==> src/rtl/number_entry_buffer.sv <==
// number_entry_buffer: keypad digit buffer with serial BCD-to-binary conversion on enter
module number_entry_buffer #(
  parameter int MAX_DIGITS = 4,
  parameter int VALUE_W    = 14,
  parameter int CNT_W      = 3
) (
  input  logic                    clk,
  input  logic                    reset_n,
  input  logic                    enable,
  input  logic [3:0]              selected_key,
  input  logic                    digit_pressed,
  input  logic                    backspace_pressed,
  input  logic                    enter_pressed,
  output logic [4*MAX_DIGITS-1:0] digits,
  output logic [CNT_W-1:0]        digit_count,
  output logic [VALUE_W-1:0]      value,
  output logic                    value_valid,
  output logic                    busy,
  output logic                    overflow
);
  localparam int DW = 4*MAX_DIGITS;
  localparam logic [0:0] ENTRY   = 1'b0;
  localparam logic [0:0] CONVERT = 1'b1;
  logic [0:0]         state_q, state_d;
  logic [DW-1:0]      digits_q, digits_d;
  logic [CNT_W-1:0]   count_q, count_d;
  logic [VALUE_W-1:0] value_q, value_d;
  logic               valid_q, valid_d;
  logic               ovf_q, ovf_d;
  logic [VALUE_W-1:0] acc_q, acc_d;
  logic [CNT_W-1:0]   idx_q, idx_d;
  logic [DW-1:0]      sh;
  logic [VALUE_W-1:0] conv;
  // Next-state logic: enable gates everything, CONVERT ignores keys, ENTRY serves one key by priority
  always_comb begin
    sh       = digits_q >> {idx_q, 2'b00};
    conv     = acc_q * VALUE_W'(10) + VALUE_W'(sh[3:0]);
    state_d  = state_q;
    digits_d = digits_q;
    count_d  = count_q;
    value_d  = value_q;
    valid_d  = 1'b0;
    ovf_d    = 1'b0;
    acc_d    = acc_q;
    idx_d    = idx_q;
    if (!enable) begin
      state_d  = ENTRY;
      digits_d = '0;
      count_d  = '0;
    end else if (state_q == CONVERT) begin
      acc_d = conv;
      idx_d = idx_q - CNT_W'(1);
      if (idx_q == '0) begin
        value_d  = conv;
        valid_d  = 1'b1;
        digits_d = '0;
        count_d  = '0;
        state_d  = ENTRY;
      end
    end else if (enter_pressed) begin
      if (count_q != '0) begin
        state_d = CONVERT;
        acc_d   = '0;
        idx_d   = count_q - CNT_W'(1);
      end
    end else if (backspace_pressed) begin
      if (count_q != '0) begin
        digits_d = {4'b0000, digits_q[DW-1:4]};
        count_d  = count_q - CNT_W'(1);
      end
    end else if (digit_pressed && selected_key <= 4'd9) begin
      if (count_q < CNT_W'(MAX_DIGITS)) begin
        digits_d = {digits_q[DW-5:0], selected_key};
        count_d  = count_q + CNT_W'(1);
      end else begin
        ovf_d = 1'b1;
      end
    end
  end
  // State registers with asynchronous active-low clear
  always_ff @(posedge clk or negedge reset_n) begin
    if (!reset_n) begin
      state_q  <= ENTRY;
      digits_q <= '0;
      count_q  <= '0;
      value_q  <= '0;
      valid_q  <= 1'b0;
      ovf_q    <= 1'b0;
      acc_q    <= '0;
      idx_q    <= '0;
    end else begin
      state_q  <= state_d;
      digits_q <= digits_d;
      count_q  <= count_d;
      value_q  <= value_d;
      valid_q  <= valid_d;
      ovf_q    <= ovf_d;
      acc_q    <= acc_d;
      idx_q    <= idx_d;
    end
  end
  assign digits      = digits_q;
  assign digit_count = count_q;
  assign value       = value_q;
  assign value_valid = valid_q;
  assign overflow    = ovf_q;
  assign busy        = (state_q == CONVERT);
endmodule

==> config.mk <==
export PLATFORM = sky130hd
export DESIGN_NAME = number_entry_buffer
export DESIGN_NICKNAME = d
export VERILOG_FILES = /design/src/rtl/number_entry_buffer.sv
export SDC_FILE = /design/constraint.sdc
export NUM_CORES = 1
export LEC_CHECK = 0
export ABC_AREA = 1
export BUFFER_PORTS_ARGS = -buffer_cell sky130_fd_sc_hd__buf_2
export CORE_UTILIZATION = 57
export CTS_CLUSTER_DIAMETER = 100
export DETAILED_ROUTE_END_ITERATION = 10
export PLACE_DENSITY = 0.86
export SKIP_CTS_REPAIR_TIMING = 1
export SLEW_MARGIN = 20
export SYNTH_ARGS = -nofsm -noshare
export SYNTH_HDL_FRONTEND = slang
export SYNTH_SLANG_ARGS = --single-unit
==> constraint.sdc <==
create_clock -name clk -period 5.79 [get_ports clk]
set_clock_uncertainty 0.05 [all_clocks]
set_input_delay 0.2895 -clock clk [delete_from_list [all_inputs] [get_ports clk]]
set_output_delay 0.2895 -clock clk [all_outputs]
set_load 0.02 [all_outputs]
Word level (Yosys, flattened, before mapping)

Cells that the tools add are included.

Add/subtract/negate cells: 4
Multiply operators: 1
Magnitude comparators: 2
Eq/ne operators: 5
Shifts and indexed selects: 1
Muxes and demuxes: 35
Reductions and logical operators: 8

Operators by type and width:

| cell                                                  | number |
|---|---|
| two-way mux 16 bit                                    | 8 |
| two-way mux 14 bit                                    | 3 |
| two-way mux 3 bit                                     | 10 |
| right shift 16 x 5 -> 4 bit                           | 1 |
| adder 14 x 4 -> 14 bit                                | 1 |
| multiplier 14 x 3 -> 13 bit, second input constant    | 1 |
| two-way mux 1 bit                                     | 14 |
| inequality test 4 x 1 -> 1 bit, second input constant | 2 |
| inequality test 3 x 2 -> 1 bit, second input constant | 2 |
| AND reduction 3 bit                                   | 2 |
| subtractor 3 x 1 -> 3 bit, second input constant      | 2 |
| AND reduction 5 bit                                   | 1 |
| less-or-equal comparator 4 bit, second input constant | 1 |
| inequality test 4 x 2 -> 1 bit, second input constant | 1 |
| nonzero test 2 bit                                    | 2 |
| adder 3 x 1 -> 3 bit, second input constant           | 1 |
| zero test 3 bit                                       | 1 |
| less-than comparator 3 bit, second input constant     | 1 |
| nonzero test 3 bit                                    | 1 |
| logical AND 1 bit                                     | 1 |

Register bits after elaboration: 53
Output and inout port bits: 36
Logic and storage cells: 64

Depth between registers and ports, before layout

Word-level depth: 7
Gate-level depth with buffers: 18
Gate-level depth less buffers: 18

Worst setup path after synthesis

Ideal clock, no wire load.

Path type: register -> register
Start point: register idx_q[0]
End point: register value_q[13] (netlist: value[13])
Arrival time: 2.281 ns
Data required time: 5.623 ns
Slack: 3.342 ns
Stages on the path, launching flop included: 18
Period minus slack after synthesis: 2.448 ns
Path through: dfrtp_1 -> clkbuf_1 -> a21oi_1 -> o21ai_0 -> a21oi_1 -> ha_1 -> inv_1 -> fa_1 -> inv_1 -> nand3_1 -> nand2_1 -> nand2_1 -> nor2_4 -> nand3_2 -> nor2_4 -> nand4_1 -> nand3_1 -> nand2_1

Word-level cells in the longest chain between the ends: 2
Elaborated cells on any way between the ends: 4

Ends and longest elaborated chain:

| element                                                        | RTL line | source |
|---|---|---|
| start, declared                                                | 31       | `logic [CNT_W-1:0] idx_q, idx_d;` |
| start signal, assigned                                         | 99       | `idx_q <= idx_d;` |
| right shift 16 x 5 -> 4 bit or zero test 3 bit (tied branches) | 36, 53   |  |
| adder 14 x 4 -> 14 bit or AND reduction 3 bit (tied branches)  | n/a      |  |
| end signal, assigned                                           | 95       | `value_q <= value_d;` |
| end, declared                                                  | 27       | `logic [VALUE_W-1:0] value_q, value_d;` |

Parallel ways exist; a longest one is shown, timed or not.
A chain may end at the register's enable or synchronous reset.

Worst setup path in the final report

Ends and elaborated chain as after synthesis.

==> out/summary.txt <==
Outcome: complete, no violations
Req. time, crit path: 6000 ps
Minimum clock period: 3050 ps
Placer Congestion: 0.890
Post-synth EDFFs: 0
Seq/Total Area, Yosys: 0.385
Hold Violations, Final: 0
Clock Sinks: 52
Largest family of logic cells by synthesized area: simple AND/OR/NAND/NOR gates
Post-Synth Simple-Gate Area: 0.249
Max Cap Violations: 0
Gate count of the mapped netlist: 424
Layout area overhead: 9.99%
Synth cell types: 34
First-pass GRT wire length: 13.2 mm
Initial antenna violation count: 0
Core ar.: 5610 um2
CP arrival: 3250 ps
XOR/XNOR Fraction of Synth Area: 0.0233
Synth top area share: 0.385
Top cells by area, synth: dfrtp_1, nand2_1, ha_1
Site Rows: 27
CTS tree: built
Post-synth top flop: dfrtp_1
Commonest cells after routing, fill and taps aside: nand2_1, inv_1, dfrtp_1
Vias in the first global route: 3018
Synthesized area per cell: 7.97 um2
Achievable Freq: 328 MHz
Worst r2r src: idx_q[0]
Setup_tns: 0 ps
Synthesis-stage register bit count: 52
Largest net degree at the start of global routing: 53
Top-Level Pins: 46
Layout cells sized above 1: 0.188
DRC Markers: 0
Drt first pass iters: 5
Leak Pwr: 1.90 nW
Post-DP HPWL: 5.74 mm
Clk Latency, worst-skew pair: 310 ps
Worst Path Max Fanout: 11
Post-synthesis compound-gate area fraction: 0.139
Post-Syn Area: 3380 um2
Syn. warnings: 0
Worst hold path class: input pin to async pin
DRT iter0 DRCs: 212
Chip width: 79.0 um
Clock Tree Root: clkbuf_8
Pwr/cell area: 429 nW/um2
Cell taking the most area after synthesis: dfrtp_1
Mux contribution to synthesized area: 0.00296
Clk pin slew, worst setup/hold paths: 100 ps
RSZ-0062 raised after global routing: false
H-tree lvl count: 2
Initial core utilization: 0.603
Clk buf depth: 2
Routed Antenna Nets: 0
Adder and majority cell fraction of the synthesized area: 0.112
Relative slew slack: 0.497
Routed wire length: 7.71 mm
Async S/R FF share, synth: 1.00
Fillers: 479
Syn nets: 463
Setup Crit Path Kind: flip-flop to flip-flop
Drt wl/cell: 14.3 um
Setup crit end kind: flip-flop
Final period util: 0.526
GRT overflow: 0
Final Power: 1.60 mW
Via-to-Cell Ratio: 5.63
# setup viols final: 0
R2r setup slk: 2740 ps
Total number of vias: 3033
Tightest Pin Transition: 752 ps
Setup crit start: idx_q[0]
Fin nets: 505
Most common cell after layout, fill and taps aside: nand2_1
Die Area: 6240 um2
Die height: 79.0 um
Port bufs: 45
CP Launch Type: flip-flop
VDD IR max: 0.208 mV
GRT Overall Usage: 0.271
Antenna cell count: 0
CTS Buf Count: 5
Slew Viols, Final: 0
-- cell usage after synthesis, types with 4 or more instances --
library cell,count
inv_2,6
nor2_1,11
dfrtp_1,52
nor2_4,5
o21ai_0,31
o22ai_1,9
inv_1,52
ha_1,27
a21oi_1,19
xnor2_1,6
nand2_1,99
o21ai_1,27
nand2_2,8
nor2_2,4
nand3_2,6
nand3_1,28
-- power breakdown --
group / total, mW / switching, mW / internal [mW]
clock network: 0.212 / 0.126 / 0.0860
registers: 0.556 / 0.0986 / 0.458
logic: 0.828 / 0.549 / 0.278
-- kinds of logic after synthesis --
group | after synthesis
AOI/OAI and AO/OA | 90
muxes | 1
buffers and inverters | 71
adders and majority gates | 29
xor gates and xnor gates | 9
and+or+nand+nor | 172
DFF | 52
-- cell type report --
type                    instances  area, um2  share of cell area
multi-input cells             301       1780               0.478
flip-flops and latches         52       1300               0.350
repair buffers                 46        233              0.0626
inverters                      60        225              0.0606
well taps                      72       90.1              0.0242
clock buffers                   5       68.8              0.0185
clock inverters                 3       21.3             0.00572
-- critical path: stages, from the launching register on --
cell and delay [ps]:
dfrtp_1 510, clkinv_1 300, a21oi_1 220, o21ai_0 120, a21oi_1 140, ha_1 180, inv_1 60, fa_1 410
inv_1 80, nand3_1 90, nand2_1 80, nand2_1 100, nor2_4 110, nand3_2 120, nor2_4 130, nand3_1 90
nand2_1 60, nand3_1 70, nand2_1 60
-- per-layer routing --
| layer | global-route usage | share of wire |
|---|---|---|
| met3 | 0.0563 | 0.058 |
| met1 | 0.336 | 0.44 |
| met5 | 0 | 0 |
| met4 | 0.0964 | 0.019 |
| met2 | 0.465 | 0.48 |
-- per-stage QoR --
stage	hold slack (ps)	util	worst slack, ps	instance area, um2	cells
after floorplan	-56.1	-	3340	3380	424
after global placement	396	0.647	3070	3630	531
after detailed placement	398	0.647	2870	3630	531
after CTS	61.0	0.663	2820	3720	539
after global routing	84.7	0.663	2520	3720	539
final	21.5	0.663	2740	3720	539
-- flip-flops by register name, indices dropped and copies added (netlist names) --
register / count
value_valid: 1
digit_count: 3
idx_q: 3
value: 14
digits: 16
overflow: 1
acc_q: 13
busy: 1
-- final timing paths --
path / depth (start not counted) / to
max in group asynchronous: 2 / value[2]
max: 18 / value[13]
min reg2reg: 2 / value[13]
max reg2reg: 18 / value[13]
min: 2 / acc_q[10]
min in group clk: 2 / overflow
Note: power is estimated with default switching activity, not from simulation.
